### config.mk
export PLATFORM = sky130hd
export DESIGN_NAME = alu_cmd_sequencer
export DESIGN_NICKNAME = d
export VERILOG_FILES = /design/src/rtl/alu_cmd_sequencer.sv
export SDC_FILE = /design/constraint.sdc
export NUM_CORES = 1
export LEC_CHECK = 0
export CAP_MARGIN = 25
export CORE_UTILIZATION = 47
export CTS_CLUSTER_DIAMETER = 80
export DETAILED_ROUTE_END_ITERATION = 7
export GPL_TIMING_DRIVEN = 0
export PLACE_DENSITY = 0.75
export SETUP_SLACK_MARGIN = 0.2
export SLEW_MARGIN = 15
export SYNTH_ARGS = -nofsm -noshare
export SYNTH_HDL_FRONTEND = slang
export SYNTH_SLANG_ARGS = --single-unit
### constraint.sdc
create_clock -name clk -period 6.3 [get_ports clk]
set_clock_uncertainty 0.15 [all_clocks]
set_input_delay 1.575 -clock clk [delete_from_list [all_inputs] [get_ports clk]]
set_output_delay 1.575 -clock clk [all_outputs]
set_load 0.01 [all_outputs]
### src/rtl/alu_cmd_sequencer.sv
// alu_cmd_sequencer: buffers ALU commands in a FIFO and issues them one at a time to a multi-cycle ALU.
// Ports: cmd_valid/cmd_ready/cmd_mode/cmd_a/cmd_b take commands in; alu_valid/alu_mode/alu_in_A/alu_in_B
// start the ALU; alu_ready/alu_out bring its result back; rsp_valid/rsp_ready/rsp_data/rsp_mode/rsp_err
// return results in command order. Define ALU_TIMEOUT_EN to add a WAIT watchdog that aborts after TIMEOUT cycles.
module alu_cmd_sequencer #(
  parameter int DEPTH   = 4,
  parameter int TIMEOUT = 63
) (
  input  logic        clk,
  input  logic        rst_n,
  input  logic        cmd_valid,
  output logic        cmd_ready,
  input  logic [1:0]  cmd_mode,
  input  logic [31:0] cmd_a,
  input  logic [31:0] cmd_b,
  output logic        alu_valid,
  output logic [1:0]  alu_mode,
  output logic [31:0] alu_in_A,
  output logic [31:0] alu_in_B,
  input  logic        alu_ready,
  input  logic [63:0] alu_out,
  output logic        rsp_valid,
  input  logic        rsp_ready,
  output logic [63:0] rsp_data,
  output logic [1:0]  rsp_mode,
  output logic        rsp_err
);
  localparam int AW = $clog2(DEPTH);
  typedef enum logic [1:0] {IDLE, ISSUE, WAIT, HOLD} state_t;
  state_t state_q, state_d;
  logic [AW:0] wr_q, wr_d, rd_q, rd_d;
  logic [65:0] mem_q [DEPTH];
  logic [65:0] head;
  logic [1:0]  alu_mode_q, alu_mode_d, rsp_mode_q, rsp_mode_d;
  logic [31:0] alu_a_q, alu_a_d, alu_b_q, alu_b_d;
  logic [63:0] rsp_data_q, rsp_data_d;
  logic        empty, full, push, pop, timeout;
  assign empty = wr_q == rd_q;
  assign full = (wr_q[AW] != rd_q[AW]) && (wr_q[AW-1:0] == rd_q[AW-1:0]);
  assign push = cmd_valid && !full;
  assign pop = state_q == IDLE && !empty;
  assign head = mem_q[rd_q[AW-1:0]];
  assign cmd_ready = !full;
  assign alu_valid = state_q == ISSUE;
  assign rsp_valid = state_q == HOLD;
  assign alu_mode = alu_mode_q;
  assign alu_in_A = alu_a_q;
  assign alu_in_B = alu_b_q;
  assign rsp_data = rsp_data_q;
  assign rsp_mode = rsp_mode_q;
`ifdef ALU_TIMEOUT_EN
  localparam int CW = $clog2(TIMEOUT + 1);
  logic [CW-1:0] cnt_q, cnt_d;
  logic          rsp_err_q, rsp_err_d;
  // count is zero outside WAIT, so it is already cleared on WAIT entry; abort on the TIMEOUT-th WAIT cycle
  assign cnt_d = state_q == WAIT ? cnt_q + CW'(1) : '0;
  assign timeout = state_q == WAIT && cnt_d == CW'(TIMEOUT);
  assign rsp_err_d = (state_q == WAIT && (alu_ready || timeout)) ? !alu_ready : rsp_err_q;
  assign rsp_err = rsp_err_q;
  always_ff @(posedge clk or negedge rst_n)
    if (!rst_n) begin
      cnt_q <= '0;
      rsp_err_q <= 1'b0;
    end else begin
      cnt_q <= cnt_d;
      rsp_err_q <= rsp_err_d;
    end
`else
  localparam int unused_timeout = TIMEOUT;
  assign timeout = 1'b0;
  assign rsp_err = 1'b0;
`endif
  always_comb begin
    state_d = state_q;
    alu_mode_d = alu_mode_q;
    alu_a_d = alu_a_q;
    alu_b_d = alu_b_q;
    rsp_data_d = rsp_data_q;
    rsp_mode_d = rsp_mode_q;
    wr_d = wr_q + {{AW{1'b0}}, push};
    rd_d = rd_q + {{AW{1'b0}}, pop};
    case (state_q)
      IDLE: if (!empty) begin
        state_d = ISSUE;
        {alu_mode_d, alu_a_d, alu_b_d} = head;
      end
      ISSUE: state_d = WAIT;
      WAIT: if (alu_ready || timeout) begin
        state_d = HOLD;
        rsp_data_d = alu_ready ? alu_out : '0;
        rsp_mode_d = alu_mode_q;
      end
      default: state_d = rsp_ready ? IDLE : HOLD;
    endcase
  end
  always_ff @(posedge clk or negedge rst_n)
    if (!rst_n) begin
      state_q <= IDLE;
      wr_q <= '0;
      rd_q <= '0;
      alu_mode_q <= '0;
      alu_a_q <= '0;
      alu_b_q <= '0;
      rsp_data_q <= '0;
      rsp_mode_q <= '0;
    end else begin
      state_q <= state_d;
      wr_q <= wr_d;
      rd_q <= rd_d;
      alu_mode_q <= alu_mode_d;
      alu_a_q <= alu_a_d;
      alu_b_q <= alu_b_d;
      rsp_data_q <= rsp_data_d;
      rsp_mode_q <= rsp_mode_d;
    end
  always_ff @(posedge clk)
    if (push) mem_q[wr_q[AW-1:0]] <= {cmd_mode, cmd_a, cmd_b};
endmodule

Yosys cells after proc, flatten, opt, wreduce, memory -nomap -nowiden
Memory sizes are Yosys's and may differ from the RTL's. A register that Yosys moved wholly into a read port is not among the register bits.
Cells that the tools add are included.
Operators by class
  equality and inequality tests: 8
  add/sub/neg operators: 2
  bitwise gates (word level): 1
  reductions and logical operators: 10
  shift operators: 0
  magnitude comparators: 0
  multiplexer cells: 6
  $mul: 0
  div/mod/pow operators: 0
Operators with widths (count)
  $add A3 B1 Y3: 2
  $mux W2: 3
  $pmux W2 S3: 1
  $reduce_and A2 Y1: 3
  $eq A2 B2 Y1 const B: 2
  $ne A2 B2 Y1 const B: 2
  $eq A3 B3 Y1: 1
  $logic_and A1 B1 Y1: 3
  $logic_not A1 Y1: 3
  $eq A2 B1 Y1 const B: 1
  $eq A2 B2 Y1: 1
  $logic_not A2 Y1: 1
  $mux W1: 2
  $ne A1 B1 Y1: 1
  $not A1 Y1: 1
Word-level totals
  ROM bits: 0
  memories: 1
  register bits: 74
  latch bits: 0
  memory bits (writable): 264
  input bits: 135
Memory list
  mem_q: depth 4, width 66, rd ports 1, clocked after memory_dff 1, write ports 1, line 32  | logic [65:0] mem_q [DEPTH];

Logic depth before layout (Yosys ltp)
Gate-level depths: netlist of the first run.
  depth after elaboration: 6
  depth in mapped cells: 9
  gate-level depth less buffers: 7

Least setup slack after synthesis of the first run
OpenSTA, ideal clock, no wires.
  kind: input to register
  from: in cmd_valid
  to: mem mem_q[2][0], enable pin
  setup slack: -948 ps
  buffers on the path: 0
  data arrival time: 6513 ps
  cell stages on the path: 2
  cell sequence: o31ai_2 -> nor3b_1
On the way
  word-level cells in the longest chain between the ends: 3
RTL lines
  start, declared: line 11  | input logic cmd_valid,
  $logic_and A1 B1 Y1: line 40  | assign push = cmd_valid && !full;
  $mux W1: line 117  | if (push) mem_q[wr_q[AW-1:0]] <= {cmd_mode, cmd_a, cmd_b};
  $mux W1 (implied by the code): line 117
  end, declared: line 32
Every way passes these cells.

Worst setup path after layout of the first run
  from: reg rd_q[0]
  to: out cmd_ready
On the way
  word-level cells in the longest chain between the ends: 3
RTL lines
  start, declared: line 31  | logic [AW:0] wr_q, wr_d, rd_q, rd_d;
  start signal, assigned: line 109  | rd_q <= rd_d;
  $eq A2 B2 Y1: line 39  | assign full = (wr_q[AW] != rd_q[AW]) && (wr_q[AW-1:0] == rd_q[AW-1:0]);
  $logic_and A1 B1 Y1: line 39
  $logic_not A1 Y1: line 43  | assign cmd_ready = !full;
  end, declared: line 12  | output logic cmd_ready,
Every way passes these cells.

==> key figures, run 1 <==
Route
  – DRC Markers: 0
  – Final wirelength: 30300 µm
  – Detail Route Antenna Nets: 0
  – Vias: 7440
  – Initial DRC count: 273
  – Vias/cell: 5.18
  – WL/cell: 21.1 µm
  – TritonRoute pass-1 iters: 4

Timing
  – Slew Limit Fails: 0
  – Max Fclk: 0.251 GHz
  – Setup WS post-layout: 2.32 ns
  – Period utilisation layout: 63.2%
  – RSZ-0062 raised after global routing: no
  – Final Hold Fails: 0
  – Final setup vio count: 0
  – Slew @ Worst Pin: 0.794 ns
  – Hold WS: 0.349 ns
  – Clock period minus worst slack: 3.98 ns
  – Slew HR: 46.9%

Clock tree
  – Total clock sinks: 404
  – Htree depth: 2
  – CTS tree: done
  – Resized cells post-CTS: 0
  – Worst skew pair latency: 0.52 ns
  – Root Driver: clkbuf_16
  – Hold buffers post-CTS: 0
  – Clock-pin transition on the worst setup and hold timing paths: 0.06 ns
  – CTS buffer count: 42
  – CTS max path bufs: 3
  – # Post-CTS Setup Buffers: 0

Finish
  – Area Overhead vs Synth: 32.2%
  – Post-route non-filler standard cell count: 1437
  – Commonest non-fill, non-tap cell in the layout: clkdlybuf4s50_1
  – Layout cells sized above 1: 29.9%
  – Final core utilization: 63.2%
  – Fill cell total of the finished layout: 2235
  – Final #Nets: 1143
  – Most frequent cells in the layout: clkdlybuf4s50_1, edfxtp_1, dfrtp_1, mux2_2, mux4_2

Die
  – Initial Util: 47.8%
  – Die Ht: 181 µm
  – Core Footprint: 31600 µm²
  – Die Wd: 181 µm
  – Die area: 32800 µm²
  – Io pins: 271
  – # rows: 65

GRT
  – GRT overflow: 0
  – Largest net degree at the start of global routing: 93
  – GRT Util Overall: 18.9%
  – Global-route wire length before repair: 47100 µm
  – Vias in the first global route: 8129
  – Initial antenna violation count: 2

Critical path
  – Critical path fanouts, max: 10
  – Worst EP required: 4.58 ns
  – Slowest stage delay, CP: 0.53 ns
  – Critical path's most frequent cell: buf_6
  – CP startpoint kind: flop
  – Worst-path cell chain: buf_6, buf_6, xor2_1, or3_1, clkdlybuf4s50_1
  – Setup crit end kind: output port
  – WS Path Type: flop to output port
  – Data arrival, critical path: 2.26 ns
  – Worst path slowest cell: clkdlybuf4s50_1

Pwr
  – Net Sw Frac: 28.2%
  – Comb power frac: 37.1%
  – Clk pwr share: 22.8%
  – Design Power: 0.0102 W
  – Net Sw Power: 0.00288 W
  – Leakage: 7.28 nW
  – Sequential share of power: 40.2%
  – PwrDens: 511 nW/µm²
  – Worst vdd ir: 0.253 mV
  – Pint: 0.00732 W

Yosys
  – Post-synth top area share: 52.6%
  – Netlist cell types: 26
  – Post-synth top area cell: edfxtp_1
  – Syn nets: 812
  – Main area contributors after synthesis: edfxtp_1, dfrtp_1, mux4_2, mux2_2, mux2_4
  – Synth Cell Area: 15100 µm²
  – YS warnings: 0
  – Register area share after synthesis: 75.8%
  – Post-Syn Instances: 669
  – Syn Area/Cell: 22.5 µm²
  – Seq cells post-synth: 404

Placed design
  – # port buffers: 269
  – Hpwl dp: 20500 µm
  – Placed Cells: 1358
  – Worst slack at placement: 2.34 ns
  – Placer Congestion: 0.741

Status
  – Outcome: finished, final reports clean

Run
  – Max Cap Viol: 0

Worst hold path
  – HP Class: flop to flop
logic make-up (layout without fill, tap and decap cells):
family	after synthesis	in the layout	share of synthesized area (%)
adder cells (fa/ha/maj)	8	8	0.664
flip-flops	404	404	75.8
multiplexers	201	201	20.6
buffers and inverters	36	401	1.72
AND/OR/NAND/NOR	8	8	0.315
XOR/XNOR	7	7	0.556
other	1	2	0.0249
AO/OA/AOI/OAI	4	4	0.315
per-stage QoR:
stage	TNS, ns	area (µm²)
2_1_floorplan	0	15100
3_3_place_gp	-638.73	18300
3_5_place_dp	0	18600
4_1_cts	0	19900
5_1_grt	0	19900
6_report	0	19900
power groups by stage:
stage               Sequential, W  Clock [W]  Combinational [W]
CTS                       0.00411    0.00239            0.00387
floorplan                 0.00432          0            0.00196
finish                    0.00410    0.00232            0.00378
global route              0.00419    0.00249            0.00404
detailed placement        0.00415          0            0.00385
global placement          0.00418          0            0.00364
worst max-delay path: cells and delay by family, from the launching register on:
kind                      cells  cell delay (ns)
xor gates and xnor gates      1             0.18
and+or+nand+nor               1             0.33
buffers and inverters         3             0.83
DFF                           1             0.39
per-layer routing:
metal / routed length, µm / vias to the layer above / global-route usage, %
met5: 13 / - / 0
met4: 510 / 2 / 4.75
met3: 2280 / 37 / 5.52
met2: 15300 / 246 / 32.9
met1: 12200 / 3820 / 23.3
li1: - / 3335 / -
synth_stat cells (all sizes together):
cell,number
a41oi,1
inv,5
mux2,133
a21oi,1
or3,1
buf,23
xor2,4
edfxtp,264
clkbuf,8
and3,1
nor3,2
ha,8
dfrtp,140
a31oi,1
nor3b,2
xnor2,3
nor2b,1
nand2,1
mux2i,2
conb,1
o31ai,1
mux4,66
flip-flops by register name, summed over array words and instances, names as in the netlist:
name	flops
alu_in_B	32
rd_q	3
mem_q	264
rsp_data	64
alu_in_A	32
alu_mode	2
rsp_mode	2
wr_q	3
state_q	2
final cells by class:
class	instances	area (µm²)	share of cell area, %
sequential	404	11400	57.3
multi-input combinational	229	3430	17.2
timing repair buffer	287	3010	15.1
clock buffer	59	1180	5.90
tap	402	503	2.52
buffer	31	240	1.20
clock inverter	19	131	0.659
inverter	5	18.8	0.0941
antenna	1	2.50	0.0125
worst paths after layout:
kind,start,slack (ns),depth (start not counted),end
setup / recovery,rd_q[0],2.32,5,cmd_ready
hold / removal,rd_q[1],0.35,1,rd_q[1]
setup reg to reg,rd_q[0],3.54,8,mem_q[0][57]
hold reg to reg,rd_q[1],0.35,1,rd_q[1]
max in group asynchronous,rst_n,4.32,2,alu_in_B[31]
min in group asynchronous,rst_n,0.82,1,rsp_data[22]
(Power assumes the default switching activity.)
==> inputs of run 2 (changes only) <==
==> constraint.sdc (replaced) <==
create_clock -name clk -period 3.6 [get_ports clk]
set_clock_uncertainty 0.15 [all_clocks]
set_input_delay 0.9 -clock clk [delete_from_list [all_inputs] [get_ports clk]]
set_output_delay 0.9 -clock clk [all_outputs]
set_load 0.01 [all_outputs]
==> run 2 against run 1 <==
Against the previous run: worst hold slack got worse by 0.19 ns; critical path depth is the same; core utilization increased by 0.59 points; global-route usage increased by 0.62 points; critical path type unchanged; largest cell class unchanged.
==> key figures, run 2 (synthesis gave the netlist of run 1 again) <==
Worst hold path
  – HP Class: primary input to async pin (was flop to flop)

Critical path
  – Setup crit end kind: output port (unchanged)
  – Data arrival, critical path: 2.26 ns (about the same)
  – Worst EP required: 2.55 ns (was 4.58 ns)
  – CP startpoint kind: flop (unchanged)
  – WS Path Type: flop to output port (unchanged)
  – Critical path fanouts, max: 10 (unchanged)

Die
  – Core Footprint: 31600 µm² (unchanged)
  – Die Wd: 181 µm (unchanged)
  – # rows: 65 (unchanged)
  – Io pins: 271 (unchanged)
  – Initial Util: 47.8% (unchanged)
  – Die area: 32800 µm² (unchanged)
  – Die Ht: 181 µm (unchanged)

GRT
  – GRT Util Overall: 19.6% (was 18.9%)
  – Largest net degree at the start of global routing: 75 (was 93)
  – GRT overflow: 0 (unchanged)
  – Vias in the first global route: 8080 (was 8129)
  – Global-route wire length before repair: 48300 µm (was 47100 µm)
  – Initial antenna violation count: 1 (was 2)

Clock tree
  – CTS max path bufs: 3 (unchanged)
  – Total clock sinks: 404 (unchanged)
  – Resized cells post-CTS: 0 (unchanged)
  – Hold buffers post-CTS: 0 (unchanged)
  – Clock-pin transition on the worst setup and hold timing paths: 0.06 ns (about the same)
  – CTS buffer count: 43 (was 42)
  – Htree depth: 2 (unchanged)
  – # Post-CTS Setup Buffers: 0 (unchanged)
  – Worst skew pair latency: 0.53 ns (was 0.52 ns)
  – Root Driver: clkbuf_16 (unchanged)
  – CTS tree: done (unchanged)

Finish
  – Register Area: 11400 µm² (unchanged)
  – Design Area, Final: 20100 µm² (was 19900 µm²)
  – Commonest non-fill, non-tap cell in the layout: clkdlybuf4s50_1 (unchanged)
  – Most frequent cells in the layout: clkdlybuf4s50_1, edfxtp_1, dfrtp_1, mux2_2, mux4_2 (unchanged)
  – Area Overhead vs Synth: 33.5% (was 32.2%)
  – Fill cell total of the finished layout: 2180 (was 2235)
  – Post-route non-filler standard cell count: 1441 (was 1437)
  – Final #Nets: 1146 (was 1143)
  – Multi-input logic area: 3430 µm² (unchanged)
  – Largest register FFs: 264 (unchanged)
  – Layout cells sized above 1: 30.4% (was 29.9%)

Route
  – DRC Markers: 0 (unchanged)
  – WL/cell: 21.7 µm (was 21.1 µm)
  – Initial DRC count: 307 (was 273)
  – Vias/cell: 5.25 (was 5.18)
  – Vias: 7559 (was 7440)
  – Final wirelength: 31300 µm (was 30300 µm)
  – Detail Route Antenna Nets: 0 (unchanged)
  – TritonRoute pass-1 iters: 4 (unchanged)

Run
  – Max Cap Viol: 0 (unchanged)

Timing
  – Slew Limit Fails: 0 (unchanged)
  – Final Hold Fails: 0 (unchanged)
  – Final setup vio count: 0 (unchanged)
  – Hold WS: 0.155 ns (was 0.349 ns)
  – RSZ-0062 raised after global routing: no (unchanged)
  – Period utilisation layout: 91.9%
  – Slew @ Worst Pin: 0.710 ns (was 0.794 ns)
  – Clock period minus worst slack: 3.31 ns
  – Slew HR: 52.6% (was 46.9%)
  – Max Fclk: 0.302 GHz

Placed design
  – Area post-placement: 18700 µm² (was 18600 µm²)
  – Placed Cells: 1360 (was 1358)
  – Placer Congestion: 0.695 (was 0.741)
  – # port buffers: 269 (unchanged)
  – Hpwl dp: 21000 µm (was 20500 µm)

Pwr
  – Worst vdd ir: 0.543 mV (was 0.253 mV)
  – Leakage: 7.37 nW (was 7.28 nW)
  – PwrDens: 907 nW/µm² (was 511 nW/µm²)

Status
  – Outcome: finished, final reports clean (unchanged)
run 2: cell types whose count changed in the layout (fill, tap and decap cells not counted), moves of 2 or more:
cell	previous run	this run
buf_16	4	6
buf_6	10	7
buf_8	10	14
bufinv_16	1	3
clkbuf_1	20	18
clkbuf_16	43	45
clkbuf_8	4	6
run 2: stage by stage:
step	utilization [%]	setup slack, ns	power [W]	TNS [ns]
6_report	63.8	0.292	0.0183	0
5_1_grt	63.8	0.203	0.0192	0
4_1_cts	63.8	0.233	0.0186	0
3_5_place_dp	59.3	0.495	0.0141	0
3_3_place_gp	58.0	-4.89	0.0137	-1125.96
2_1_floorplan	-	0.224	0.0110	0
run 2: power by group:
group | internal [W] | switching, W | total [W] | leakage (nW)
clock | 0.00264 | 0.00173 | 0.00437 | 0.707
sequential | 0.00656 | 0.000633 | 0.00719 | 4.07
combinational | 0.00394 | 0.00278 | 0.00671 | 2.59
total | 0.0131 | 0.00514 | 0.0183 | 7.37
run 2: routing by layer:
layer,GRT usage [%],routed length (µm)
met5,0,0
met4,5.15,612
met3,5.22,2090
met2,32.9,15700
met1,25.2,13000
run 2: final timing paths:
kind	startpoint	end	slack, ns	cells past startpoint
hold reg to reg	rsp_data[11]	rsp_data[11]	0.35	1
setup reg to reg	rd_q[0]	mem_q[3][58]	0.92	7
min in group clk	rsp_data[11]	rsp_data[11]	0.35	1
hold / removal	rst_n	alu_in_B[25]	0.16	1
setup / recovery	rd_q[0]	cmd_ready	0.29	5
max in group asynchronous	rst_n	alu_mode[1]	2.34	2
run 2: layout make-up:
type                    instances  share of cell area (%)
diodes                          1                  0.0124
flip-flops and latches        404                    56.8
clock inverters                19                   0.932
clock buffers                  61                    6.19
multi-input cells             229                    17.1
well taps                     402                    2.50
repair buffers                289                    15.2
plain buffers                  31                    1.19
inverters                       5                  0.0932
run 2: critical path, cell delays in order, from the launching register on:
cell	delay [ns]
dfrtp_1	0.39
buf_6	0.14
buf_6	0.16
xor2_1	0.18
or3_1	0.34
clkdlybuf4s50_1	0.52
==> inputs of run 3 (changes only) <==
--- a/config.mk
+++ b/config.mk
@@ -6,6 +6,7 @@
 export NUM_CORES = 1
 export LEC_CHECK = 0
 export CAP_MARGIN = 25
+export CORE_MARGIN = 4
 export CORE_UTILIZATION = 47
 export CTS_CLUSTER_DIAMETER = 80
 export DETAILED_ROUTE_END_ITERATION = 7
==> run 3 against run 2 <==
Against the previous run: global-route usage decreased by 1.2 points; register-to-register slack got worse by 0.21 ns; combinational power about the same; worst hold slack got worse by 0.023 ns; clock power decreased by 5.0%; critical path depth unchanged; count of clock-buffer cells in the layout increased by 1; sequential share of layout area increased by 0.33 points; first-iteration DRC count decreased by 7.5%; largest cell class unchanged; highest routed layer is now met5.
==> key figures, run 3 (synthesis gave the netlist of run 1 again) <==
Status
  – Outcome: finished, final reports clean (unchanged)

Pwr
  – Clk pwr share: 23.0% (was 23.9%)
  – Net Sw Power: 0.00516 W (was 0.00514 W)
  – Pint: 0.0129 W (was 0.0131 W)
  – Design Power: 0.0181 W (was 0.0183 W)
  – Sequential share of power: 39.9% (was 39.4%)
  – Net Sw Frac: 28.6% (was 28.1%)
  – PwrDens: 902 nW/µm² (was 907 nW/µm²)
  – Worst vdd ir: 0.595 mV (was 0.543 mV)
  – Leakage: 7.30 nW (was 7.37 nW)
  – Comb power frac: 37.1% (was 36.7%)

Timing
  – Slew Limit Fails: 0 (unchanged)
  – Setup WS post-layout: 0.447 ns (was 0.292 ns)
  – Period utilisation layout: 87.6% (was 91.9%)
  – Slew @ Worst Pin: 0.850 ns (was 0.710 ns)
  – Final setup vio count: 0 (unchanged)
  – Clock period minus worst slack: 3.15 ns (was 3.31 ns)
  – Hold WS: 0.132 ns (was 0.155 ns)
  – Slew HR: 43.2% (was 52.6%)
  – RSZ-0062 raised after global routing: no (unchanged)
  – Max Fclk: 0.317 GHz (was 0.302 GHz)
  – Final Hold Fails: 0 (unchanged)

Route
  – Detail Route Antenna Nets: 0 (unchanged)
  – Met3 routed WL: 2630 µm (was 2090 µm)
  – Metal-1 WL: 12700 µm (was 13000 µm)
  – DRC Markers: 0 (unchanged)
  – WL met2: 16200 µm (was 15700 µm)
  – Final wirelength: 32000 µm (was 31300 µm)
  – Vias/cell: 5.22 (was 5.25)
  – Highest Signal Layer: met5 (was met4)
  – WL/cell: 22.2 µm (was 21.7 µm)
  – TritonRoute pass-1 iters: 4 (unchanged)
  – Vias: 7508 (was 7559)
  – Initial DRC count: 284 (was 307)

Finish
  – Register Area: 11400 µm² (unchanged)
  – Final core utilization: 63.3% (was 63.8%)
  – Fill cell total of the finished layout: 2172 (was 2180)
  – Area Overhead vs Synth: 32.7% (was 33.5%)
  – Most frequent cells in the layout: clkdlybuf4s50_1, edfxtp_1, dfrtp_1, mux2_2, mux4_2 (unchanged)
  – Largest register FFs: 264 (unchanged)
  – Layout cells sized above 1: 30.1% (was 30.4%)
  – Final #Nets: 1145 (was 1146)
  – # diodes: 0 (was 1)
  – Design Area, Final: 20000 µm² (was 20100 µm²)
  – Multi-input logic area: 3440 µm² (was 3430 µm²)
  – Commonest non-fill, non-tap cell in the layout: clkdlybuf4s50_1 (unchanged)

Critical path
  – RR Startpoint: rd_q[0] (unchanged)
  – CP startpoint kind: flop (unchanged)
  – Worst EP required: 2.55 ns (about the same)
  – Setup crit end kind: output port (unchanged)
  – Data arrival, critical path: 2.10 ns (was 2.26 ns)
  – WS Path Type: flop to output port (unchanged)
  – Worst r2r path cells: 9 (was 7)
  – R2r setup slk: 0.71 ns (was 0.92 ns)
  – Reg-to-reg endpoint: mem_q[2][58] (was mem_q[3][58])
  – Critical path fanouts, max: 10 (unchanged)

Die
  – Die Ht: 187 µm (was 181 µm)
  – Io pins: 271 (unchanged)
  – Initial Util: 47.7% (was 47.8%)
  – Die area: 35000 µm² (was 32800 µm²)
  – Die Wd: 187 µm (was 181 µm)
  – # rows: 65 (unchanged)
  – Core Footprint: 31600 µm² (about the same)

Clock tree
  – Hold buffers post-CTS: 0 (unchanged)
  – Clock-pin transition on the worst setup and hold timing paths: 0.05 ns (was 0.06 ns)
  – Total clock sinks: 404 (unchanged)
  – Worst skew pair latency: 0.53 ns (about the same)
  – Root Driver: clkbuf_16 (unchanged)
  – Htree depth: 2 (unchanged)
  – CTS tree: done (unchanged)
  – CTS buffer count: 43 (unchanged)
  – # Post-CTS Setup Buffers: 0 (unchanged)
  – CTS max path bufs: 3 (unchanged)
  – Resized cells post-CTS: 2 (was 0)

Placed design
  – Worst slack at placement: 0.0880 ns (was 0.495 ns)
  – # port buffers: 269 (unchanged)
  – Placer Congestion: 0.744 (was 0.695)
  – Hpwl dp: 21900 µm (was 21000 µm)
  – Area post-placement: 18700 µm² (about the same)

GRT
  – GRT Util Overall: 18.4% (was 19.6%)
  – Global-route wire length before repair: 49900 µm (was 48300 µm)
  – GRT overflow: 0 (unchanged)
  – Vias in the first global route: 8124 (was 8080)
  – Initial antenna violation count: 3 (was 1)
  – Largest net degree at the start of global routing: 95 (was 75)

Run
  – Max Cap Viol: 0 (unchanged)

Worst hold path
  – HP Class: primary input to async pin (unchanged)
-- run 3: metrics by stage --
step / std cells / setup TNS, ns
after global placement: 1340 / -1131.19
after floorplan: 669 / 0
after CTS: 1439 / 0
final: 1439 / 0
after global routing: 1439 / 0
after detailed placement: 1359 / 0
-- run 3: cell type report --
class / count / share of cell area, %
Multi-Input combinational cell: 229 / 17.2
Inverter: 5 / 0.0938
Buffer: 31 / 1.20
Clock buffer: 62 / 6.04
Tap cell: 402 / 2.51
Sequential cell: 404 / 57.1
Clock inverter: 18 / 0.694
Timing Repair Buffer: 288 / 15.2
-- run 3: worst max path at each step --
stage / startpoint / end / slack, ns / cells past startpoint
6_report: rd_q[0] / cmd_ready / 0.45 / 5
5_1_grt: rd_q[0] / cmd_ready / 0.35 / 5
3_5_place_dp: cmd_valid / mem_q[2][6] / 0.09 / 7
3_3_place_gp: rst_n / alu_in_A[15] / -4.78 / 1
2_1_floorplan: cmd_valid / mem_q[2][0] / 0.22 / 2
4_1_cts: rd_q[0] / cmd_ready / 0.39 / 5
-- run 3: power by group through the flow --
stage	registers, W	logic, W	clock network, W
floorplan	0.00754	0.00344	0
global placement	0.00732	0.00646	0
detailed placement	0.00730	0.00684	0
CTS	0.00723	0.00687	0.00426
global route	0.00736	0.00718	0.00448
finish	0.00720	0.00671	0.00415
-- run 3: critical path: stages, from the launching register on --
cell,delay [ns]
dfrtp_1,0.39
buf_6,0.15
buf_6,0.17
xor2_1,0.19
or3_4,0.39
dlygate4sd2_1,0.30
-- run 3: per-layer routing --
layer | global-route usage, % | vias to the layer above
met5 | 0 | -
met4 | 3.58 | 6
met3 | 5.94 | 48
met2 | 31.5 | 251
met1 | 23.3 | 3870
li1 | - | 3333
